[src/rtl/jtag_tap_sequencer.sv]
// jtag_tap_sequencer: accepts one scan command at a time, walks the TAP from
// Run-Test/Idle through Capture/Shift/Exit1/Update, and returns the captured
// TDO bits as a right-aligned response word.
//
// Command handshake: a command transfers on a rising CLK edge where
// cmd_valid=1 and cmd_ready=1; cmd_op/cmd_len/cmd_data must be stable while
// cmd_valid is high, and cmd_valid is ignored whenever cmd_ready=0.
module jtag_tap_sequencer #(
  parameter int MAX_LEN = 32,
  parameter int LEN_W   = $clog2(MAX_LEN) + 1
) (
  input  logic               CLK,
  input  logic               nRST,
  input  logic               cmd_valid,
  output logic               cmd_ready,
  input  logic [1:0]         cmd_op,
  input  logic [LEN_W-1:0]   cmd_len,
  input  logic [MAX_LEN-1:0] cmd_data,
  output logic               rsp_valid,
  output logic [MAX_LEN-1:0] rsp_data,
  output logic               busy,
  output logic               tck_en,
  output logic               TMS,
  output logic               TDI,
  input  logic               TDO,
  output logic [2:0]         o_dbg_state
);

  localparam int IDX_W = (MAX_LEN > 1) ? $clog2(MAX_LEN) : 1;

  localparam logic [1:0] OP_RST  = 2'b00;
  localparam logic [1:0] OP_IR   = 2'b01;
  localparam logic [1:0] OP_IDLE = 2'b11;

  typedef enum logic [2:0] {
    S_RST_SEQ = 3'd0,
    S_IDLE    = 3'd1,
    S_PRE     = 3'd2,
    S_SHIFT   = 3'd3,
    S_POST    = 3'd4,
    S_DONE    = 3'd5
  } state_t;

  state_t             r_state;
  state_t             w_next_state;
  state_t             w_dispatch;
  logic [LEN_W-1:0]   r_cnt;      // step index within the current phase
  logic               r_run;      // low for the first edge after reset so no step overlaps reset
  logic               r_cmd_rst;  // RST_SEQ was commanded (ends in DONE, not IDLE)
  logic [1:0]         r_op;
  logic [LEN_W-1:0]   r_last;     // normalised length minus one
  logic [MAX_LEN-1:0] r_data;     // TDI bits still to shift, LSB next
  logic [MAX_LEN-1:0] r_cap;      // TDO bits collected so far
  logic [MAX_LEN-1:0] r_rsp;
  logic [LEN_W-1:0]   w_len_norm;
  logic               w_accept;
  logic               w_is_scan;

  assign w_accept    = cmd_valid & cmd_ready;
  assign w_is_scan   = (r_op != OP_IDLE);
  assign rsp_data    = r_rsp;
  assign o_dbg_state = r_state;

  // Decode an incoming command: clamp its length and pick its first phase.
  always_comb begin
    w_len_norm = cmd_len;
    if (cmd_len == '0)
      w_len_norm = LEN_W'(1);
    else if (cmd_len > LEN_W'(MAX_LEN))
      w_len_norm = LEN_W'(MAX_LEN);
    case (cmd_op)
      OP_RST:  w_dispatch = S_RST_SEQ;
      OP_IDLE: w_dispatch = S_SHIFT;
      default: w_dispatch = S_PRE;
    endcase
  end

  // State register and per-phase step counter; the counter restarts on every phase change.
  always_ff @(posedge CLK or negedge nRST) begin
    if (!nRST) begin
      r_state <= S_RST_SEQ;
      r_cnt   <= '0;
    end else begin
      r_state <= w_next_state;
      if (w_next_state != r_state)
        r_cnt <= '0;
      else if (tck_en)
        r_cnt <= r_cnt + LEN_W'(1);
    end
  end

  // Next state and the TAP/handshake outputs for the current step.
  always_comb begin
    w_next_state = r_state;
    cmd_ready    = 1'b0;
    busy         = 1'b1;
    tck_en       = 1'b0;
    TMS          = 1'b0;
    TDI          = 1'b0;
    rsp_valid    = 1'b0;
    case (r_state)
      S_RST_SEQ: begin
        tck_en = r_run;
        TMS    = (r_cnt < LEN_W'(5));
        if (r_run && r_cnt == LEN_W'(5))
          w_next_state = r_cmd_rst ? S_DONE : S_IDLE;
      end
      S_IDLE: begin
        cmd_ready = 1'b1;
        busy      = 1'b0;
        if (cmd_valid)
          w_next_state = w_dispatch;
      end
      S_PRE: begin
        tck_en = 1'b1;
        if (r_op == OP_IR) begin
          TMS = (r_cnt < LEN_W'(2));
          if (r_cnt == LEN_W'(3))
            w_next_state = S_SHIFT;
        end else begin
          TMS = (r_cnt == '0);
          if (r_cnt == LEN_W'(2))
            w_next_state = S_SHIFT;
        end
      end
      S_SHIFT: begin
        tck_en = 1'b1;
        if (w_is_scan) begin
          TDI = r_data[0];
          TMS = (r_cnt == r_last);
        end
        if (r_cnt == r_last)
          w_next_state = w_is_scan ? S_POST : S_DONE;
      end
      S_POST: begin
        tck_en = 1'b1;
        TMS    = (r_cnt == '0);
        if (r_cnt == LEN_W'(1))
          w_next_state = S_DONE;
      end
      S_DONE: begin
        rsp_valid = 1'b1;
        cmd_ready = 1'b1;
        busy      = 1'b0;
        w_next_state = cmd_valid ? w_dispatch : S_IDLE;
      end
      default: w_next_state = S_RST_SEQ;
    endcase
  end

  // Command latch, TDI shifter, TDO capture and response register.
  always_ff @(posedge CLK or negedge nRST) begin
    if (!nRST) begin
      r_run     <= 1'b0;
      r_cmd_rst <= 1'b0;
      r_op      <= OP_RST;
      r_last    <= '0;
      r_data    <= '0;
      r_cap     <= '0;
      r_rsp     <= '0;
    end else begin
      r_run <= 1'b1;
      if (w_accept) begin
        r_op      <= cmd_op;
        r_last    <= w_len_norm - LEN_W'(1);
        r_data    <= cmd_data;
        r_cap     <= '0;
        r_cmd_rst <= (cmd_op == OP_RST);
      end else begin
        if (r_state == S_SHIFT && w_is_scan) begin
          r_data                    <= r_data >> 1;
          r_cap[r_cnt[IDX_W-1:0]]   <= TDO;
        end
        if (w_next_state == S_DONE && r_state != S_DONE)
          r_rsp <= r_cap;
      end
    end
  end

endmodule

[config.mk]
export PLATFORM = sky130hd
export DESIGN_NAME = jtag_tap_sequencer
export DESIGN_NICKNAME = d
export VERILOG_FILES = /design/src/rtl/jtag_tap_sequencer.sv
export SDC_FILE = /design/constraint.sdc
export NUM_CORES = 1
export LEC_CHECK = 0
export ABC_AREA = 1
export CAP_MARGIN = 20
export CELL_PAD_IN_SITES_DETAIL_PLACEMENT = 0
export CELL_PAD_IN_SITES_GLOBAL_PLACEMENT = 1
export CORE_ASPECT_RATIO = 1.75
export CORE_MARGIN = 3
export CORE_UTILIZATION = 45
export CTS_BUF_LIST = sky130_fd_sc_hd__clkbuf_8
export CTS_CLUSTER_DIAMETER = 30
export DETAILED_ROUTE_END_ITERATION = 8
export GPL_TIMING_DRIVEN = 0
export PLACE_DENSITY_LB_ADDON = 0.1
export SYNTH_ARGS = -nofsm -noshare
export SYNTH_HDL_FRONTEND = slang
export SYNTH_SLANG_ARGS = --single-unit
[constraint.sdc]
create_clock -name CLK -period 2.9 [get_ports CLK]
set_input_delay 0.29 -clock CLK [delete_from_list [all_inputs] [get_ports CLK]]
set_output_delay 0.29 -clock CLK [all_outputs]
set_load 0.005 [all_outputs]
; ---- Yosys cells after proc, flatten, opt, wreduce, memory -nomap -nowiden
; Index checks and enable logic that the tools add are counted.
[word_totals]
out_inout_bits = 41
elab_cells = 79
register_bits = 115
in_bits = 44
[op_classes]
muxes = 32
n_eq_ne = 16
n_bitwise = 2
addsub = 2
order_cmp = 5
reduce_logical = 13
[op_table]
columns = cell, n
row1 = $mux 32, 4
row2 = $bwmux 32, 1
row3 = $mux 3, 9
row4 = $mux 6, 4
row5 = $pmux 3 s6, 1
row6 = $eq 6x2->1 const B, 2
row7 = $logic_not 6->1, 2
row8 = $eq 3x3->1 const B, 3
row9 = $mux 1, 9
row10 = $add 6x1->6 const B, 1
row11 = $eq 3x2->1 const B, 2
row12 = $eq 6x1->1 const B, 1
row13 = $eq 6x3->1 const B, 1
row14 = $eq 6x6->1, 1
row15 = $gt 6x6->1 const B, 1
row16 = $lt 5x6->1 const B, 1
row17 = $lt 6x2->1 const B, 1
row18 = $lt 6x3->1 const B, 1
row19 = $sub 6x1->6 const B, 1
row20 = $demux 1 s5, 1
row21 = $ge 5x1->1 const B, 1
row22 = $logic_and 1x1->1, 4
row23 = $pmux 1 s4, 1
row24 = $pmux 2 s2, 1
row25 = other kinds (15), 16

; ---- Longest topological paths before layout
; Gate-level depths: netlist of the first run.
[logic_depth]
depth_word = 7
ltp_mapped = 12
ltp_nobuf = 11

; ---- Worst setup path before layout of the first run
; Ideal clock, no wire load.
[synth_timing]
kind = register to register
startpoint = reg r_cnt[0]
endpoint = reg r_rsp[12], in the netlist rsp_data[12]
stages_incl_launch_ff = 12
slack_ps = 1219
arrival_time_ps = 1560
t_required_ps = 2779
synth_period_minus_slack_ps = 1681
cell_sequence = dfrtp_1 -> inv_1 -> ha_1 -> inv_1 -> nand2_1 -> nand3_1 -> nand2_1 -> nand2_1 -> nand3_4 -> nand2_4 -> buf_4 -> o21ai_1
[synth_between]
elab_chain_cells = 7
elab_cells_between_ends = 16
classes_between = eq/ne (6) / mux (7) / reduce/logical (3)
[synth_lines]
columns = element, line_no
row1 = start: declaration, 47  ; logic [LEN_W-1:0] r_cnt;
row2 = start signal: assignment, 88  ; r_cnt <= r_cnt + LEN_W'(1);
row3 = "$eq 6x2->1, or another cell as far along", 122  ; if (r_cnt == LEN_W'(2))
row4 = "$mux 3, or another cell as far along", 122
row5 = $mux 3 (on tied branches), "116, 105"
row6 = $pmux 3 s6 *, 101  ; case (r_state)
row7 = named net w_next_state[0], 45  ; state_t w_next_state;
row8 = $eq 3x3->1 *, 174  ; if (w_next_state == S_DONE && r_state != S_DONE)
row9 = $logic_and 1x1->1 *, 174
row10 = $reduce_and 2->1 (no source line) *, -
row11 = end signal: assignment, 175  ; r_rsp <= r_cap;
row12 = end: declaration, 54  ; logic [MAX_LEN-1:0] r_rsp;
; The timed path passes the listed nets; every way through them passes the cells marked *.
; A chain may end at the register's enable or synchronous reset.

; ---- Final worst setup path of the first run
[layout_timing]
startpoint = reg r_state[2], in the netlist o_dbg_state[2]
endpoint = out TMS
[layout_between]
elab_chain_cells = 2
elab_cells_between_ends = 5
classes_between = eq/ne (3) / mux (1) / reduce/logical (1)
[layout_lines]
columns = element, line_no
row1 = start: declaration, 44  ; state_t r_state;
row2 = start signal: assignment, 84  ; r_state <= w_next_state;
row3 = "$eq 3x3->1, or another cell as far along", 101
row4 = $pmux 1 s4 *, 101
row5 = end: declaration, 23  ; output logic TMS,
; Mark *: on every way between the ends. The rest lies on a longest branch, timed or not.

==> results of run 1 <==
[power by group through the flow]
| stage | Clock [mW] | Sequential, mW | Combinational (mW) |
|---|---|---|---|
| 5_1_grt | 1.51 | 2.59 | 2.51 |
| 4_1_cts | 1.43 | 2.52 | 2.25 |
| 3_5_place_dp | 0 | 2.54 | 2.24 |
| 2_1_floorplan | 0 | 2.48 | 1.25 |
| 6_report | 1.39 | 2.51 | 2.21 |
| 3_3_place_gp | 0 | 2.52 | 2.18 |
[metal layers]
metal	part of all wire [%]	GRT usage [%]
met4	2.9	8.304
met5	0	0
met3	3.0	3.415
met1	41	24.40
met2	53	34.96
[cells by family (layout without fill, tap and decap cells)]
kind of cell | Yosys count | in the layout | synth area share (%)
and+or+nand+nor | 215 | 215 | 16.80
buffers and inverters | 163 | 279 | 12.33
AOI/OAI and AO/OA | 146 | 146 | 15.71
DFF | 115 | 115 | 52.44
xor gates and xnor gates | 8 | 8 | 1.277
adders and majority gates | 6 | 6 | 1.368
other | 1 | 1 | 0.06833
[metrics by stage]
stage          std cells  worst slack, ps  power, mW  setup TNS, ps
6_report             932            279.6      6.114              0
5_1_grt              932            167.5      6.610              0
4_1_cts              932            268.5      6.201              0
3_5_place_dp         901            446.1      4.784              0
3_3_place_gp         900            -2778      4.705        -318280
2_1_floorplan        654             1219      3.735              0
[final timing paths]
kind | startpoint | to | slack (ps) | cells after the start
worst max-delay path | o_dbg_state[2] | TMS | 280 | 5
worst min-delay path | nRST | r_cap[10] | 410 | 2
worst max register to register | r_cnt[0] | rsp_data[25] | 800 | 12
worst min register to register | rsp_data[15] | rsp_data[15] | 480 | 2
max in group asynchronous | nRST | o_dbg_state[1] | 1720 | 3
min in group CLK | cmd_data[25] | r_data[25] | 460 | 3
[registers in the layout, indices dropped and copies added (netlist names), 2 cells and up]
name         flops
r_op             2
r_data          32
o_dbg_state      3
r_cap           32
r_last           6
r_cnt            6
rsp_data        32
[area by class of cell]
class	instances	area [µm²]
clock inverters	11	97.59
flip-flops and latches	115	2880
multi-input cells	376	1933
clock buffers	20	275.3
repair buffers	86	875.8
fillers	1103	4838
well taps	162	202.7
plain buffers	25	158.9
inverters	137	514.2
[timing repair]
action,in CTS,in global routing
gates resized for setup,2,0
endpoints found under the hold margin,42,0
endpoints found under the setup margin,1,0
hold buffers,1,0
[Yosys cell counts (all sizes together) (2+ instances only)]
cell    count
o221ai     31
dfrtp     115
o21ai     106
xnor2       2
xor2        6
buf        20
a21oi       5
nand2     153
clkbuf      6
inv       137
nor3       12
nand3      16
o211ai      2
nand4       4
nor2       30
ha          6
[critical path, cell delays in order, from the launching register on]
cell                              delay, ps
sky130_fd_sc_hd__dfrtp_1                480
sky130_fd_sc_hd__nor2_2                 230
sky130_fd_sc_hd__nand2_1                170
sky130_fd_sc_hd__buf_4                  260
sky130_fd_sc_hd__o211ai_1               220
sky130_fd_sc_hd__clkdlybuf4s50_1        550
==> impl_metrics.yaml, run 1 <==
clock_tree:
  cts_tree: "built"
  sinks_on_clock_net: 115
  clockRootBuffer: "sky130_fd_sc_hd__clkbuf_8"
  cts.clk_slew.worst_paths_ps: 60
  worstSkewPairLatency_ps: 420
  postCtsSetupBuffers: 0
  cts-buffers-inserted: 17
  clock_path_buffers: 2
  cts_htree_levels: 4
synth:
  synth.net_count: 704
  synthesis.yosys.warnings: 0
  synth_seq_area_share_pct: 52.44
  synthCells: 654
  asyncSetResetFlopFracSynth_pct: 100.0
  synth_largest_type_area_fraction_pct: 52.44
  synth-edff-count: 0
  post_synthesis_cell_type_count: 31
  flip_flop_and_latch_count_after_synthesis: 115
  cell_taking_the_most_area_after_synthesis: "sky130_fd_sc_hd__dfrtp_1"
  leading_post_synthesis_cells_by_cell_area: "sky130_fd_sc_hd__dfrtp_1, sky130_fd_sc_hd__nand2_1, sky130_fd_sc_hd__inv_1"
  ys_dominant_reg_cell: "sky130_fd_sc_hd__dfrtp_1"
  synth_area_per_cell_um2: 8.391
  synthesis.area_um2: 5488
floorplan:
  core_um2: 11780
  floorplan.die.width_um: 89.48
  std_cell_rows: 52
  die-height_um: 152.1
  die_area_um2: 13610
  ioPinCount: 85
  start_util_pct: 46.60
pwr:
  p_per_area_nw_per_um2: 881.3
  swShare_pct: 33.43
  pwr-share-comb_pct: 36.2
  internal_power_mw: 4.070
  sequential_power_share_pct: 41.1
  clock_power_share_pct: 22.7
  ir_worst_vdd_mv: 0.6045
  power_leakage_nw: 3.421
  power_switching_mw: 2.044
critical_path:
  arrival_ps: 2330
  worst_setup_path_end_kind: "output pin"
  startpoint_type: "register"
  worst-setup-path-type: "reg2out"
  required_ps: 2610
  critPathMaxFanout: 19
global_routing:
  grt_remaining_overflow: 0
  grt_antenna_before_repair: 0
  grt_pass1_wl_um: 21620
  groute.usage.overall_pct: 20.31
  first_global_vias: 4580
  maximum_number_of_pins_on_one_net_before_global_route_repair: 74
detailed_routing:
  remaining_drc_errors: 0
  ant_nets: 0
  wl_per_cell_um: 13.93
  routed_wirelength_um: 12990
  post_drt_via_cell_ratio: 4.913
  via_count: 4579
  drt_iter0_markers: 215
  firstDrtPassIters: 5
timing:
  setup_viol: 0
  grt_setup_unrepaired: "false"
  slew-limit-headroom_pct: 62.40
  clock-skew-final_ps: 8.098
  period_utilisation_layout_pct: 90.36
  report.final.hold_viol_count: 0
  timing.final.max_slew_violations: 0
  fmaxAchievable_mhz: 381.6
  hold_ws_ps: 405.8
  timing.final.crit_period_ps: 2620
  worst_pin_slew_ps: 564.0
finish:
  diodes: 0
  final_common_cell: "sky130_fd_sc_hd__nand2_1"
  layout.core_utilization_pct: 58.91
  finalNetCount: 808
  mostFrequentLayoutCells: "sky130_fd_sc_hd__nand2_1, sky130_fd_sc_hd__inv_1, sky130_fd_sc_hd__dfrtp_1"
  area_growth_syn_to_layout_pct: 26.42
  fin_area_um2: 6938
  layout-drive-gt1-share_pct: 9.091
place:
  detailed_place.area_um2: 6556
  place.gp.congestion: 0.8870
  buffer_ports.inserted: 84
  place.detailed.hpwl_um: 9704
run_status:
  outcome: "complete, no violations"
min_path:
  hp-class: "in2async"
flow_run:
  cap_viol_max_count: 0
(Power assumes the default switching activity.)
==> run 2, diff against run 1 <==
--- a/config.mk
+++ b/config.mk
@@ -10,7 +10,6 @@
 export CELL_PAD_IN_SITES_DETAIL_PLACEMENT = 0
 export CELL_PAD_IN_SITES_GLOBAL_PLACEMENT = 1
 export CORE_ASPECT_RATIO = 1.75
-export CORE_MARGIN = 3
 export CORE_UTILIZATION = 45
 export CTS_BUF_LIST = sky130_fd_sc_hd__clkbuf_8
 export CTS_CLUSTER_DIAMETER = 30
==> run 2 against run 1 <==
Non-clock buffer count unchanged. Sequential power about the same. Cell count down 2.6%. Critical path depth up 3. Count of clock-buffer cells in the layout unchanged. Combinational power about the same. Register-to-register slack better by 90 ps. Fmax down 0.65%. Largest cell class unchanged.
==> impl_metrics.yaml, run 2 (same netlist as run 1, synthesis figures left out) <==
floorplan:
  ioPinCount: 85
  die-height_um: 148.1
  floorplan.die.width_um: 85.48
  die_area_um2: 12660
  start_util_pct: 45.97
  core_um2: 11940
  std_cell_rows: 53
place:
  post-place-cells: 876
  setup_slack_after_placement_ps: 429.2
  place.gp.congestion: 0.8608
  place.detailed.hpwl_um: 9757
  buffer_ports.inserted: 84
timing:
  hold_ws_ps: 390.1
  timing.final.max_slew_violations: 0
  setup_viol: 0
  slew-limit-headroom_pct: 61.87
  grt_setup_unrepaired: "false"
  worst_pin_slew_ps: 572.0
  setup_slack_ps: 262.4
  report.final.hold_viol_count: 0
  period_utilisation_layout_pct: 90.95
  fmaxAchievable_mhz: 379.1
  timing.final.crit_period_ps: 2638
  clock-skew-final_ps: 10.58
clock_tree:
  cts-buffers-inserted: 17
  sinks_on_clock_net: 115
  clockRootBuffer: "sky130_fd_sc_hd__clkbuf_8"
  cts_resized: 0
  cts_tree: "built"
  postCtsSetupBuffers: 0
  clock_path_buffers: 2
  cts.clk_slew.worst_paths_ps: 70
  worstSkewPairLatency_ps: 430
  cts_htree_levels: 4
finish:
  final_cell_count_no_fill: 908
  register_area_um2: 2878
  mostFrequentLayoutCells: "sky130_fd_sc_hd__nand2_1, sky130_fd_sc_hd__inv_1, sky130_fd_sc_hd__dfrtp_1"
  diodes: 0
  nFillCells: 1127
  final_common_cell: "sky130_fd_sc_hd__nand2_1"
  area_occupied_by_multi_input_gates_um2: 1933
  finalNetCount: 808
  area_growth_syn_to_layout_pct: 27.41
  layout-drive-gt1-share_pct: 9.468
run_status:
  outcome: "complete, no violations"
critical_path:
  critical_path.reg2reg.startpoint: "r_cnt[1]"
  worst-setup-path-type: "reg2out"
  setup.reg_to_reg.worst_slack_ps: 890
  startpoint: "o_dbg_state[0]"
  critPathMaxFanout: 7
  startpoint_type: "register"
  arrival_ps: 2350
  required_ps: 2610
  worst_setup_path_end_kind: "output pin"
pwr:
  power_leakage_nw: 3.449
  p_per_area_nw_per_um2: 922.9
  ir_worst_vdd_mv: 0.5210
global_routing:
  first_global_vias: 4559
  groute.usage.overall_pct: 22.26
  grt_antenna_before_repair: 0
  grt_remaining_overflow: 0
  grt_pass1_wl_um: 21780
  maximum_number_of_pins_on_one_net_before_global_route_repair: 74
detailed_routing:
  remaining_drc_errors: 0
  wl_per_cell_um: 14.52
  via_count: 4572
  firstDrtPassIters: 4
  drt_iter0_markers: 226
  post_drt_via_cell_ratio: 5.035
  routed_wirelength_um: 13180
  ant_nets: 0
flow_run:
  cap_viol_max_count: 0
min_path:
  hp-class: "in2async"
run 2: per-layer routing:
metal,GRT usage [%],vias to the layer above,share of wire (%)
met2,40.24,98,55
met5,0,-,0
li1,-,2284,-
met3,4.994,21,3.6
met1,25.69,2169,40
met4,7.417,0,2.0
run 2: through the flow:
| step | setup TNS, ps | total power [mW] | util (%) | cell area (µm²) |
|---|---|---|---|---|
| 6_report | 0 | 6.453 | 58.57 | 6992 |
| 5_1_grt | 0 | 6.903 | 58.57 | 6992 |
| 4_1_cts | 0 | 6.523 | 58.57 | 6992 |
| 3_5_place_dp | 0 | 4.787 | 54.66 | 6525 |
| 3_3_place_gp | -316480 | 4.708 | 54.45 | 6500 |
| 2_1_floorplan | 0 | 3.735 | - | 5488 |
run 2: final timing paths:
kind                           endpoint  cells after the start
max                                 TMS                      8
min                        rsp_data[12]                      2
max reg2reg                rsp_data[22]                      9
min reg2reg                 rsp_data[8]                      2
max in group asynchronous     r_cap[26]                      3
min in group CLK             r_data[21]                      3
run 2: repair_timing:
item,in CTS,in global routing
setup endpoints to repair,2,0
hold endpoints to repair,42,0
hold buffers,1,0
run 2: critical path: stages (launching register included):
cell                              delay [ps]
sky130_fd_sc_hd__dfrtp_1                 460
sky130_fd_sc_hd__nor2_1                  220
sky130_fd_sc_hd__inv_1                    60
sky130_fd_sc_hd__nor2_1                  220
sky130_fd_sc_hd__a21oi_1                  80
sky130_fd_sc_hd__o32ai_1                 140
sky130_fd_sc_hd__nand2_1                 100
sky130_fd_sc_hd__o211ai_1                100
sky130_fd_sc_hd__clkdlybuf4s50_1         530
run 2: final cells by class:
| cell class | count | share of cell area [%] |
|---|---|---|
| repair buffers | 86 | 12.53 |
| clock buffers | 20 | 3.937 |
| flip-flops and latches | 115 | 41.16 |
| multi-input cells | 376 | 27.65 |
| plain buffers | 25 | 2.273 |
| clock inverters | 12 | 2.649 |
| inverters | 137 | 7.355 |
| well taps | 137 | 2.452 |
run 2: where the power goes:
group          internal [mW]  total, mW  switching [mW]
sequential              2.20       2.51           0.314
clock                   1.08       1.72           0.641
combinational           1.06       2.22            1.15
==> run 3, diff against run 2 <==
--- a/config.mk
+++ b/config.mk
@@ -10,11 +10,13 @@
 export CELL_PAD_IN_SITES_DETAIL_PLACEMENT = 0
 export CELL_PAD_IN_SITES_GLOBAL_PLACEMENT = 1
 export CORE_ASPECT_RATIO = 1.75
-export CORE_UTILIZATION = 45
+export CORE_UTILIZATION = 53
 export CTS_BUF_LIST = sky130_fd_sc_hd__clkbuf_8
 export CTS_CLUSTER_DIAMETER = 30
 export DETAILED_ROUTE_END_ITERATION = 8
+export DONT_BUFFER_PORTS = 1
 export GPL_TIMING_DRIVEN = 0
+export HOLD_SLACK_MARGIN = 0.15
 export PLACE_DENSITY_LB_ADDON = 0.1
 export SYNTH_ARGS = -nofsm -noshare
 export SYNTH_HDL_FRONTEND = slang
==> run 3 against run 2 <==
The run now ends with hold timing left. Global-route usage increased by 3.5 points. Core utilization up 5.6 points. Power fell by 13%. Via count down 3.2%. Sequential power up 3%. Largest cell class unchanged. Critical endpoint unchanged. Routed wire length down 1.1%. Hold slack got worse by 840 ps.
==> impl_metrics.yaml, run 3 (same netlist as run 1, synthesis figures left out) <==
critical_path:
  timing.critical_path.buf_inv: 2
  arrival_ps: 2170
  required_ps: 2610
  worst_path_dominant_cell_family: "flip-flops"
  critical_path.reg2reg.startpoint: "r_cnt[0]"
  reg2regPathDepth: 11
  worstReg2RegEnd: "rsp_data[22]"
  cp_cell_sequence: "nand2_1 -> nor2_2 -> nand2_1 -> buf_4 -> buf_1 -> o211ai_1"
  crit_path_max_incr_delay_ps: 500
  critPathMaxFanout: 10
  setup.reg_to_reg.worst_slack_ps: 840
  worst-setup-path-type: "reg2out"
  slowest_stage: "sky130_fd_sc_hd__dfrtp_1"
  startpoint_type: "register"
  worst_setup_path_end_kind: "output pin"
  critical_path.most_common_cell: "sky130_fd_sc_hd__nand2_1"
place:
  detailed_place.area_um2: 5644
  place.gp.congestion: 0.9053
  setup_slack_after_placement_ps: 848.8
  buffer_ports.inserted: 0
  place.detailed.hpwl_um: 9082
finish:
  mostFrequentLayoutCells: "sky130_fd_sc_hd__nand2_1, sky130_fd_sc_hd__inv_1, sky130_fd_sc_hd__dfrtp_1"
  finalNetCount: 760
  final_common_cell: "sky130_fd_sc_hd__nand2_1"
  diodes: 0
  layout-drive-gt1-share_pct: 9.820
  fin_area_um2: 6394
  area_growth_syn_to_layout_pct: 16.51
clock_tree:
  clock_path_buffers: 2
  cts.clk_slew.worst_paths_ps: 70
  cts_htree_levels: 4
  sinks_on_clock_net: 115
  cts_resized: 0
  postCtsSetupBuffers: 0
  cts-buffers-inserted: 17
  clockRootBuffer: "sky130_fd_sc_hd__clkbuf_8"
  worstSkewPairLatency_ps: 430
  holdBufCountCts: 37
  cts_tree: "built"
timing:
  timing.final.crit_period_ps: 2459
  slew-limit-headroom_pct: 63.29
  timing.final.max_slew_violations: 0
  setup_total_negative_slack_ps: 0
  setup_slack_ps: 440.8
  worst_pin_slew_ps: 546.5
  hold_ws_ps: -449.0
  grt_setup_unrepaired: "false"
  report.final.hold_viol_count: 115
  fmaxAchievable_mhz: 406.6
  clock-skew-final_ps: 9.217
  period_utilisation_layout_pct: 84.80
  setup_viol: 0
pwr:
  ir_worst_vdd_mv: 0.7092
  power_switching_mw: 2.019
  swShare_pct: 35.91
  clock_power_share_pct: 25.2
  internal_power_mw: 3.605
  power_leakage_nw: 3.226
  p_per_area_nw_per_um2: 879.6
  sequential_power_share_pct: 45.9
  pwr-share-comb_pct: 28.9
run_status:
  violations_in_the_final_reports: "hold timing"
  outcome: "finished with violations"
detailed_routing:
  remaining_drc_errors: 0
  post_drt_via_cell_ratio: 5.217
  drt_iter0_markers: 256
  firstDrtPassIters: 5
  ant_nets: 0
  via_count: 4424
  wl_per_cell_um: 15.38
  routed_wirelength_um: 13050
global_routing:
  grt_remaining_overflow: 0
  grt_pass1_wl_um: 20730
  first_global_vias: 4421
  grt_antenna_before_repair: 0
  groute.usage.overall_pct: 25.74
  maximum_number_of_pins_on_one_net_before_global_route_repair: 116
floorplan:
  ioPinCount: 85
  core_um2: 9970
  die_area_um2: 10780
  floorplan.die.width_um: 78.92
  std_cell_rows: 48
  start_util_pct: 55.05
  die-height_um: 136.6
flow_run:
  cap_viol_max_count: 0
min_path:
  hp-class: "in2async"
[run 3: cell count changes in the layout (fill, tap and decap cells not counted), sizes merged]
cell and change:
buf -1, bufinv -3, clkbuf -1, clkdlybuf4s50 -83
clkinv +3, clkinvlp +1, dlygate4sd3 +36
[run 3: area by class of cell]
type,count,area [µm²]
Buffer,26,162.7
Clock buffer,19,261.5
Clock inverter,13,117.6
Fill cell,907,3576
Inverter,137,514.2
Multi-Input combinational cell,376,1933
Sequential cell,115,2878
Tap cell,125,156.4
Timing Repair Buffer,37,370.4
[run 3: worst reg2reg max path: stages (launching register included)]
cell and delay [ps]:
sky130_fd_sc_hd__dfrtp_1 440, sky130_fd_sc_hd__inv_1 150, sky130_fd_sc_hd__ha_1 240, sky130_fd_sc_hd__inv_1 160
sky130_fd_sc_hd__nand2_1 80, sky130_fd_sc_hd__nand3_1 80, sky130_fd_sc_hd__nand2_1 50, sky130_fd_sc_hd__nand2_1 130
sky130_fd_sc_hd__nand3_4 120, sky130_fd_sc_hd__nand2_4 190, sky130_fd_sc_hd__buf_4 220, sky130_fd_sc_hd__o21ai_1 80
[run 3: how the worst max path moves through the flow]
| stage | from | end | slack [ps] | depth (start not counted) |
|---|---|---|---|---|
| final | o_dbg_state[1] | TMS | 440 | 6 |
| after global routing | o_dbg_state[1] | TMS | 260 | 6 |
| after CTS | o_dbg_state[1] | TMS | 400 | 6 |
| after detailed placement | r_cnt[0] | rsp_data[22] | 850 | 11 |
| after global placement | r_cnt[0] | rsp_data[18] | 880 | 11 |
| after floorplan | r_cnt[0] | rsp_data[12] | 1220 | 11 |
[run 3: per-layer routing]
metal	track usage, %	vias to the layer above	wire, µm
met5	0	-	0
met4	12.42	0	369
met3	6.333	24	531
met2	46.67	106	6990
met1	27.54	2109	5154
li1	-	2185	-
[run 3: stage by stage]
| step | hold WS (ps) | instances | power [mW] | utilization (%) |
|---|---|---|---|---|
| final | -449.0 | 848 | 5.624 | 64.13 |
| after global routing | -476.6 | 848 | 6.027 | 64.13 |
| after CTS | -474.6 | 848 | 5.666 | 64.13 |
| after detailed placement | -3.324 | 779 | 4.197 | 56.61 |
| after global placement | -3.573 | 779 | 4.116 | 56.61 |
| after floorplan | -5.591 | 654 | 3.735 | - |
[run 3: power by group through the flow]
stage | clock, mW | combinational (mW) | sequential (mW)
4_1_cts | 1.45 | 1.63 | 2.59
6_report | 1.41 | 1.63 | 2.58
3_5_place_dp | 0 | 1.58 | 2.62
3_3_place_gp | 0 | 1.53 | 2.59
2_1_floorplan | 0 | 1.25 | 2.48
5_1_grt | 1.51 | 1.87 | 2.64
